File: config.mk
export PLATFORM = sky130hd
export DESIGN_NAME = fifo_credit_arbiter
export DESIGN_NICKNAME = d
export VERILOG_FILES = /design/src/rtl/fifo_credit_arb_pkg.sv /design/src/rtl/fifo_credit_arbiter_rr_picker.sv /design/src/rtl/fifo_credit_arbiter.sv
export SDC_FILE = /design/constraint.sdc
export NUM_CORES = 1
export LEC_CHECK = 0
export BUFFER_PORTS_ARGS = -buffer_cell sky130_fd_sc_hd__buf_2
export CAP_MARGIN = 20
export CORE_MARGIN = 4
export CORE_UTILIZATION = 37
export CTS_BUF_LIST = sky130_fd_sc_hd__clkbuf_4
export CTS_CLUSTER_SIZE = 40
export DETAILED_ROUTE_END_ITERATION = 7
export PLACE_DENSITY_LB_ADDON = 0.3
export SYNTH_ARGS = -nofsm -noshare
export SYNTH_HDL_FRONTEND = slang
export SYNTH_HIERARCHICAL = 1
export SYNTH_SLANG_ARGS = --single-unit
File: constraint.sdc
create_clock -name clk -period 3.9 [get_ports clk]
set_clock_uncertainty 0.1 [all_clocks]
set_input_delay 0.78 -clock clk [delete_from_list [all_inputs] [get_ports clk]]
set_output_delay 0.78 -clock clk [all_outputs]
set_load 0.02 [all_outputs]
File: src/rtl/fifo_credit_arb_pkg.sv
// Shared types and width helpers for the credit FIFO round-robin arbiter.
package fifo_credit_arb_pkg;

  typedef enum logic {
    IDLE   = 1'b0,
    LOCKED = 1'b1
  } state_e;

  function automatic int unsigned req_idx_w(input int unsigned n);
    return (n > 1) ? int'($clog2(n)) : 1;
  endfunction

  function automatic int unsigned credit_w(input int unsigned depth);
    return int'($clog2(depth)) + 1;
  endfunction

endpackage

File: src/rtl/fifo_credit_arbiter_rr_picker.sv
// Rotating-priority search: first set bit of i_req starting at i_ptr, wrapping at N.
module rr_picker
  import fifo_credit_arb_pkg::*;
#(
  parameter  int unsigned N     = 4,
  localparam int unsigned IDX_W = req_idx_w(N)
) (
  input  logic [N-1:0]     i_req,
  input  logic [IDX_W-1:0] i_ptr,
  output logic [IDX_W-1:0] o_winner,
  output logic             o_found
);

  logic [IDX_W-1:0] w_idx;

  // Walk from lowest to highest priority so the highest-priority hit wins last.
  always_comb begin
    o_winner = '0;
    o_found  = 1'b0;
    w_idx    = '0;
    for (int i = int'(N) - 1; i >= 0; i--) begin
      w_idx = IDX_W'((int'(i_ptr) + i) % int'(N));
      if (i_req[w_idx]) begin
        o_winner = w_idx;
        o_found  = 1'b1;
      end
    end
  end

endmodule

File: src/rtl/fifo_credit_arbiter.sv
// Round-robin packet arbiter feeding one credit FIFO write port.
// Optional per-requester packet counters on pkt_cnt when FIFO_CREDIT_ARB_STATS_EN is defined.
module fifo_credit_arbiter
  import fifo_credit_arb_pkg::*;
#(
  parameter  int unsigned NUM_REQ    = 4,
  parameter  int unsigned DATA_WIDTH = 32,
  parameter  int unsigned DEPTH      = 8,
  parameter  int unsigned MAX_BURST  = 16,
  localparam int unsigned IDX_W      = req_idx_w(NUM_REQ),
  localparam int unsigned CRED_W     = credit_w(DEPTH)
) (
  input  logic                          clk,
  input  logic                          rst,
  input  logic [NUM_REQ-1:0]            req_valid,
  output logic [NUM_REQ-1:0]            req_ready,
  input  logic [NUM_REQ*DATA_WIDTH-1:0] req_data,
  input  logic [NUM_REQ-1:0]            req_last,
  output logic                          out_valid,
  input  logic                          out_ready,
  output logic [DATA_WIDTH-1:0]         out_data,
  input  logic [CRED_W-1:0]             credit_count,
  output logic                          grant_valid,
  output logic [IDX_W-1:0]              grant_id,
  output logic                          burst_err
`ifdef FIFO_CREDIT_ARB_STATS_EN
  ,
  output logic [NUM_REQ*16-1:0]         pkt_cnt
`endif
);

  localparam int unsigned BCNT_W = $clog2(MAX_BURST + 1);

  state_e              r_state;
  state_e              w_state_nxt;
  logic [IDX_W-1:0]    r_grant_id;
  logic [IDX_W-1:0]    r_rr_ptr;
  logic [BCNT_W-1:0]   r_beat_cnt;
  logic                r_burst_err;
  logic [IDX_W-1:0]    w_pick_id;
  logic                w_pick_found;
  logic                w_credit_ok;
  logic                w_accept;
  logic                w_last;
  logic [IDX_W-1:0]    w_ptr_nxt;
  logic [DATA_WIDTH-1:0] w_req_data [NUM_REQ];

  for (genvar g = 0; g < NUM_REQ; g++) begin : g_slice
    assign w_req_data[g] = req_data[g*DATA_WIDTH +: DATA_WIDTH];
  end

  rr_picker #(.N(NUM_REQ)) u_picker (
    .i_req    (req_valid),
    .i_ptr    (r_rr_ptr),
    .o_winner (w_pick_id),
    .o_found  (w_pick_found)
  );

  assign w_credit_ok = (credit_count != '0);
  assign w_accept    = out_valid && out_ready;
  assign w_last      = req_last[r_grant_id];
  assign w_ptr_nxt   = (r_grant_id == IDX_W'(NUM_REQ - 1)) ? '0 : r_grant_id + IDX_W'(1);
  assign grant_valid = (r_state == LOCKED);
  assign grant_id    = r_grant_id;
  assign burst_err   = r_burst_err;
  assign out_data    = w_req_data[r_grant_id];

  // Next state and beat handshake; out_valid never depends on out_ready.
  always_comb begin
    w_state_nxt = r_state;
    out_valid   = 1'b0;
    req_ready   = '0;
    case (r_state)
      IDLE: begin
        if (w_pick_found && w_credit_ok) w_state_nxt = LOCKED;
      end
      LOCKED: begin
        out_valid             = req_valid[r_grant_id] && w_credit_ok;
        req_ready[r_grant_id] = out_ready && w_credit_ok;
        if (w_accept && w_last) w_state_nxt = IDLE;
      end
      default: w_state_nxt = IDLE;
    endcase
  end

  always_ff @(posedge clk) begin
    if (rst) begin
      r_state     <= IDLE;
      r_grant_id  <= '0;
      r_rr_ptr    <= '0;
      r_beat_cnt  <= '0;
      r_burst_err <= 1'b0;
    end else begin
      r_state <= w_state_nxt;
      if (r_state == IDLE && w_pick_found && w_credit_ok) r_grant_id <= w_pick_id;
      if (r_state == LOCKED && w_accept) begin
        if (w_last) begin
          r_rr_ptr   <= w_ptr_nxt;
          r_beat_cnt <= '0;
        end else begin
          if (r_beat_cnt == BCNT_W'(MAX_BURST - 1)) r_burst_err <= 1'b1;
          if (r_beat_cnt != BCNT_W'(MAX_BURST)) r_beat_cnt <= r_beat_cnt + BCNT_W'(1);
        end
      end
    end
  end

`ifdef FIFO_CREDIT_ARB_STATS_EN
  logic [15:0] r_pkt_cnt [NUM_REQ];

  // Completed-packet counters, wrapping at 2^16.
  always_ff @(posedge clk) begin
    if (rst) begin
      for (int i = 0; i < int'(NUM_REQ); i++) r_pkt_cnt[i] <= '0;
    end else if (r_state == LOCKED && w_accept && w_last) begin
      r_pkt_cnt[r_grant_id] <= r_pkt_cnt[r_grant_id] + 16'd1;
    end
  end

  for (genvar g = 0; g < NUM_REQ; g++) begin : g_pkt
    assign pkt_cnt[g*16 +: 16] = r_pkt_cnt[g];
  end
`endif

endmodule

======== Yosys cells after proc, flatten, opt, wreduce, memory -nomap -nowiden ========
Cells that the tools add are included.
storage, ports and cells
  register bits ........................... 11
  input port bits ......................... 143
  output and inout bits ................... 41
  logic and storage cells ................. 71
operators by class
  add/sub/neg operators ................... 5
  order comparisons ....................... 7
  equality and inequality tests ........... 3
  multiplexer cells ....................... 33
  bitwise logic cells ..................... 4
  reduce and logical (&&, ||, !) cells .... 14
operators with widths
  kind                                                                                 number
  32-bit binary-select mux with 2-bit select                                           1
  32-bit two-way mux                                                                   2
  2-bit by 3-bit < comparator with 1-bit output, second input constant                 5
  1-bit two-way mux                                                                    14
  1-bit binary-select mux with 2-bit select                                            6
  2-bit two-way mux                                                                    5
  5-bit two-way mux                                                                    2
  1-bit logical AND                                                                    9
  5-bit by 1-bit adder with 5-bit output, second input constant                        1
  5-bit by 4-bit equality test with 1-bit output, second input constant                1
  5-bit inequality test, second input constant                                         1
  2-bit by 1-bit adder with 2-bit output, second input constant                        2
  2-bit adder, second input constant                                                   2
  4-bit bitwise AND                                                                    1
  4-bit two-way mux                                                                    1
  2-bit AND reduction                                                                  2
  4-bit nonzero test                                                                   1
  3-bit greater-or-equal comparator, second input constant                             1
  2-bit NOT with 3-bit output                                                          1
  3-bit AND reduction                                                                  1
  1-bit demux with 2-bit select                                                        1
  2-bit equality test, second input constant                                           1
  2-bit by 1-bit greater-or-equal comparator with 1-bit output, second input constant  1
  1-bit NOT                                                                            2
  2 further kinds                                                                      2

======== Longest topological paths before layout ========
  depth after elaboration ................. 10
  gate-level depth with buffers ........... 6
  depth with buffers taken out ............ 6

======== Hierarchy ========
The synthesis kept the hierarchy.
by module, submodules not included
  module               times used  cells an instance  area each (um^2)  sequential area each (um^2)
  fifo_credit_arbiter  1           113                1436.4            220.2
  rr_picker            1           13                 77.6              0.0

======== Least setup slack after synthesis ========
OpenSTA, ideal clock, no wires.
  path type ............................... register -> output
  start point ............................. register r_grant_id[0], in the netlist grant_id[0]
  end point ............................... output port out_data[10]
  arrival time ............................ 1.582 ns
  required time ........................... 3.020 ns
  setup slack ............................. 1.438 ns
  cell stages (with the launch flop) ...... 4
  path buffers ............................ 2
  cells stage by stage .................... dfxtp_1 -> buf_6 -> buf_2 -> mux4_2
on the way
  word-level cells in the longest chain between the ends .. 4
ends and longest elaborated chain
  what                                                   line                       text
  from (decl)                                            fifo_credit_arbiter.sv:36  logic [IDX_W-1:0] r_grant_id;
  from (signal assigned)                                 fifo_credit_arbiter.sv:95  if (r_state == IDLE && w_pick_found && w_credit_ok) r_grant_id <= w_pick_id;
  2-bit NOT with 3-bit output (implied by the code)      fifo_credit_arbiter.sv:66  assign out_data = w_req_data[r_grant_id];
  32-bit binary-select mux with 2-bit select             fifo_credit_arbiter.sv:66
  32-bit two-way mux (implied by the code) (2 in a row)  fifo_credit_arbiter.sv:66
  to (decl)                                              fifo_credit_arbiter.sv:21  output logic [DATA_WIDTH-1:0] out_data,
No other way between the ends. The select of a mux whose other input is x is not followed.

======== Worst setup path after layout ========
  start point ............................. register r_grant_id[0], in the netlist grant_id[0]
  end point ............................... output port out_data[21]
Same word-level chain as after synthesis.

==> flow_summary.html <==
<table>
<tr><th>Metric</th><th>Value</th></tr>
<tr><th colspan="2">Cells and area</th></tr>
<tr><td># fillers</td><td>325</td></tr>
<tr><td>Area growth from synthesis to final layout</td><td>64.5%</td></tr>
<tr><td>Top library cells by usage in the layout, fill and taps aside</td><td>sky130_fd_sc_hd__buf_2, sky130_fd_sc_hd__mux4_2, sky130_fd_sc_hd__nor2_1, sky130_fd_sc_hd__dfxtp_1, sky130_fd_sc_hd__a21oi_1</td></tr>
<tr><td>Diode count</td><td>0</td></tr>
<tr><td>Count of nets after finishing</td><td>~460</td></tr>
<tr><td>Fraction of layout instances using a drive strength above 1</td><td>0.739</td></tr>
<tr><td>Most common cell after layout, fill and taps aside</td><td>sky130_fd_sc_hd__buf_2</td></tr>
<tr><th colspan="2">Clocking</th></tr>
<tr><td>CTS root buffer</td><td>sky130_fd_sc_hd__clkbuf_4</td></tr>
<tr><td># resized after CTS</td><td>0</td></tr>
<tr><td>Clk sink count</td><td>11</td></tr>
<tr><td>Number of H-tree branching levels</td><td>1</td></tr>
<tr><td>Largest buffer count on any clock path</td><td>2</td></tr>
<tr><td>CTS tree</td><td>built</td></tr>
<tr><td>Total CTS buffers</td><td>3</td></tr>
<tr><td>Setup Buffers After CTS</td><td>0</td></tr>
<tr><td>Clk slew on worst S/H paths</td><td>70 ps</td></tr>
<tr><td>Skew-Pair Late Insertion Delay</td><td>between 200 and 300 ps</td></tr>
<tr><td># hold bufs at CTS</td><td>0</td></tr>
<tr><th colspan="2">Global route</th></tr>
<tr><td>Aggregate global-route resource usage</td><td>0.239</td></tr>
<tr><td>Number of antenna violations at the first check in global routing</td><td>0</td></tr>
<tr><td>Via count of the first global-routing pass</td><td>around 2000</td></tr>
<tr><td>Largest net degree at the start of global routing</td><td>27</td></tr>
<tr><td>Global-route congestion overflow total</td><td>0</td></tr>
<tr><td>Wire length of the first global-routing pass</td><td>between 9 and 10 mm</td></tr>
<tr><th colspan="2">Placement</th></tr>
<tr><td>Quantity of I/O buffers inserted on ports</td><td>~180</td></tr>
<tr><td>Placer congestion estimate</td><td>around 0.93</td></tr>
<tr><td>Setup Slack @ Placement</td><td>between 1000 and 1500 ps</td></tr>
<tr><td>Post-DP HPWL</td><td>around 5.8 mm</td></tr>
<tr><th colspan="2">Worst setup path</th></tr>
<tr><td>WP data required</td><td>3020 ps</td></tr>
<tr><td>Worst reg-to-reg path cell count</td><td>3</td></tr>
<tr><td>Kind of capture point of the worst setup path</td><td>primary output</td></tr>
<tr><td>CP Launch Type</td><td>flip-flop</td></tr>
<tr><td>Arr. time, crit path</td><td>roughly 2300 ps</td></tr>
<tr><td>Type of the setup path with the least slack</td><td>flip-flop to primary output</td></tr>
<tr><td>Flop-to-flop setup slack</td><td>about 1500 ps</td></tr>
<tr><td>Largest fanout on the critical path</td><td>26</td></tr>
<tr><th colspan="2">Synthesis</th></tr>
<tr><td>Distinct cell type count of the synthesized netlist</td><td>32</td></tr>
<tr><td>Yosys reg bits</td><td>11</td></tr>
<tr><td>Gate count after technology mapping</td><td>between 100 and 150</td></tr>
<tr><td>Share of synthesized area occupied by flip-flops and latches</td><td>0.145</td></tr>
<tr><td>Synthesized cell area</td><td>about 0.0015 mm^2</td></tr>
<tr><td>Primary FF master, synth</td><td>sky130_fd_sc_hd__dfxtp_1</td></tr>
<tr><td>FFs w/ async S/R, synth</td><td>0</td></tr>
<tr><td>Synthesized area divided by synthesized cell count</td><td>between 10 and 15 um^2</td></tr>
<tr><td>Ys Warns</td><td>6</td></tr>
<tr><td>Synthesized netlist net count</td><td>276</td></tr>
<tr><td>Number of synthesized flops with an enable pin</td><td>0</td></tr>
<tr><th colspan="2">Route</th></tr>
<tr><td>DRC violations left</td><td>0</td></tr>
<tr><td>Drt first-iter violations</td><td>just over 90</td></tr>
<tr><td>Routed vias/inst</td><td>approximately 5.4</td></tr>
<tr><td>Antenna-violating nets left</td><td>0</td></tr>
<tr><td>Via count</td><td>1918</td></tr>
<tr><td>Wirelength per Cell</td><td>approximately 18 um</td></tr>
<tr><td>Total Routed Length</td><td>~6.5 mm</td></tr>
<tr><td>First drt pass iteration count</td><td>4</td></tr>
<tr><th colspan="2">STA</th></tr>
<tr><td>Number of setup violations in the final report</td><td>0</td></tr>
<tr><td>Min Clock Period, post-route</td><td>about 3100 ps</td></tr>
<tr><td>Post-layout worst setup margin</td><td>773 ps</td></tr>
<tr><td>RSZ-0062 raised after global routing</td><td>false</td></tr>
<tr><td>Final Hold Viols</td><td>0</td></tr>
<tr><td>Slew HR</td><td>0.480</td></tr>
<tr><td>Final period utilization</td><td>0.802</td></tr>
<tr><td>Setup_tns</td><td>0 ps</td></tr>
<tr><td>Least-Margin Pin Slew</td><td>roughly 780 ps</td></tr>
<tr><td>Number of slew-limit violations in the final report</td><td>0</td></tr>
<tr><td>F_max</td><td>roughly 320 MHz</td></tr>
<tr><th colspan="2">Die</th></tr>
<tr><td>Row count</td><td>22</td></tr>
<tr><td>Die Span Y</td><td>slightly above 70 um</td></tr>
<tr><td>Area of the core</td><td>0.00380 mm^2</td></tr>
<tr><td>Number of primary I/O pins</td><td>~180</td></tr>
<tr><td>Effective utilization at floorplan</td><td>0.399</td></tr>
<tr><td>Horiz. Die Dim</td><td>roughly 70 um</td></tr>
<tr><td>Die Footprint</td><td>between 0.005 and 0.006 mm^2</td></tr>
<tr><th colspan="2">Power</th></tr>
<tr><td>Part of the total power dissipated in the clock network</td><td>0.172</td></tr>
<tr><td>Cell-internal power</td><td>a little over 300 uW</td></tr>
<tr><td>LEAKAGE</td><td>1.22 nW</td></tr>
<tr><td>Pwr dens</td><td>201 mW/mm^2</td></tr>
<tr><td>Part of the total power dissipated in combinational logic</td><td>0.568</td></tr>
<tr><td>VDD IR-drop max</td><td>about 0.09 mV</td></tr>
<tr><td>Switching power</td><td>around 190 uW</td></tr>
<tr><td>Fraction of power spent switching nets</td><td>0.376</td></tr>
<tr><td>Portion of total power attributed to sequential cells</td><td>0.260</td></tr>
<tr><th colspan="2">Job</th></tr>
<tr><td>Max Cap Viol</td><td>0</td></tr>
<tr><th colspan="2">Min path</th></tr>
<tr><td>Path type of the worst min-delay path</td><td>flip-flop to flip-flop</td></tr>
<tr><td>Min-Delay Path Depth</td><td>2</td></tr>
<tr><th colspan="2">Outcome</th></tr>
<tr><td>Status</td><td>complete, no violations</td></tr>
</table>
state kept, by name, indices dropped and copies added (netlist names):
name         count
r_beat_cnt       5
grant_id         2
r_rr_ptr         2
burst_err        1
grant_valid      1
kinds of logic after synthesis:
kind of cell,after synthesis,share of synthesized area
adders and majority gates,7,0.0578
and+or+nand+nor,40,0.148
DFF,11,0.145
buffers and inverters,15,0.0455
muxes,38,0.535
AOI/OAI and AO/OA,15,0.0686
critical path, stage by stage (launching register included):
cell                      delay (ps)
sky130_fd_sc_hd__dfxtp_2         840
sky130_fd_sc_hd__buf_4           400
sky130_fd_sc_hd__mux4_2          550
sky130_fd_sc_hd__buf_2           180
power by group through the flow:
stage               logic [mW]  clock network [mW]  registers, mW
floorplan                0.168                   0          0.124
global placement         0.277                   0          0.133
detailed placement       0.285                   0          0.133
CTS                      0.286              0.0872          0.131
global route             0.304              0.0922          0.132
finish                   0.284              0.0860          0.130
path summary, 6_finish.rpt:
kind               start             to
max          grant_id[0]   out_data[21]
min            burst_err      burst_err
max reg2reg  grant_id[0]  r_beat_cnt[3]
min reg2reg    burst_err      burst_err
metal layers:
| layer | routed length [um] | share of wire | GRT usage | vias to the layer above |
|---|---|---|---|---|
| li1 | - | - | - | 880 |
| met1 | 2160 | 0.33 | 0.243 | 922 |
| met2 | 3710 | 0.57 | 0.485 | 108 |
| met3 | 565 | 0.086 | 0.0637 | 8 |
| met4 | 104 | 0.016 | 0.0438 | 0 |
| met5 | 0 | 0 | 0 | - |
Yosys cell counts, types with 2 or more instances:
| cell | n | area (um^2) |
|---|---|---|
| sky130_fd_sc_hd__mux4_2 | 33 | 743 |
| sky130_fd_sc_hd__dfxtp_1 | 11 | 220 |
| sky130_fd_sc_hd__nor2_1 | 9 | 33.8 |
| sky130_fd_sc_hd__a21oi_1 | 8 | 40.0 |
| sky130_fd_sc_hd__ha_1 | 7 | 87.6 |
| sky130_fd_sc_hd__nand2_1 | 7 | 26.3 |
| sky130_fd_sc_hd__inv_1 | 6 | 22.5 |
| sky130_fd_sc_hd__and3_1 | 5 | 31.3 |
| sky130_fd_sc_hd__buf_2 | 4 | 20.0 |
| sky130_fd_sc_hd__mux2i_1 | 4 | 40.0 |
| sky130_fd_sc_hd__nor3b_1 | 3 | 22.5 |
| sky130_fd_sc_hd__or3_1 | 3 | 18.8 |
| sky130_fd_sc_hd__buf_1 | 2 | 7.51 |
| sky130_fd_sc_hd__clkbuf_1 | 2 | 7.51 |
| sky130_fd_sc_hd__nand2b_1 | 2 | 12.5 |
| sky130_fd_sc_hd__nand3_1 | 2 | 10.0 |
| sky130_fd_sc_hd__o21ai_0 | 2 | 10.0 |
| sky130_fd_sc_hd__or3b_1 | 2 | 17.5 |
cell type report:
class                           count  area, um^2  share of cell area
Sequential cell                    11         223              0.0894
Tap cell                           48        60.1              0.0241
Multi-Input combinational cell    100        1220               0.492
Timing Repair Buffer              185         931               0.374
Inverter                            6        22.5             0.00904
Clock buffer                        4        30.0              0.0121
stage by stage:
| stage | cells | area (um^2) | hold slack [ps] | power [mW] | utilization |
|---|---|---|---|---|---|
| finish | 354 | 2490 | 344 | 0.500 | 0.656 |
| global route | 354 | 2490 | 378 | 0.529 | 0.656 |
| CTS | 354 | 2490 | 353 | 0.504 | 0.656 |
| detailed placement | 350 | 2460 | 343 | 0.418 | 0.648 |
| global placement | 350 | 2460 | 332 | 0.410 | 0.648 |
| floorplan | 126 | 1510 | 340 | 0.293 | - |
(Power assumes the default switching activity.)
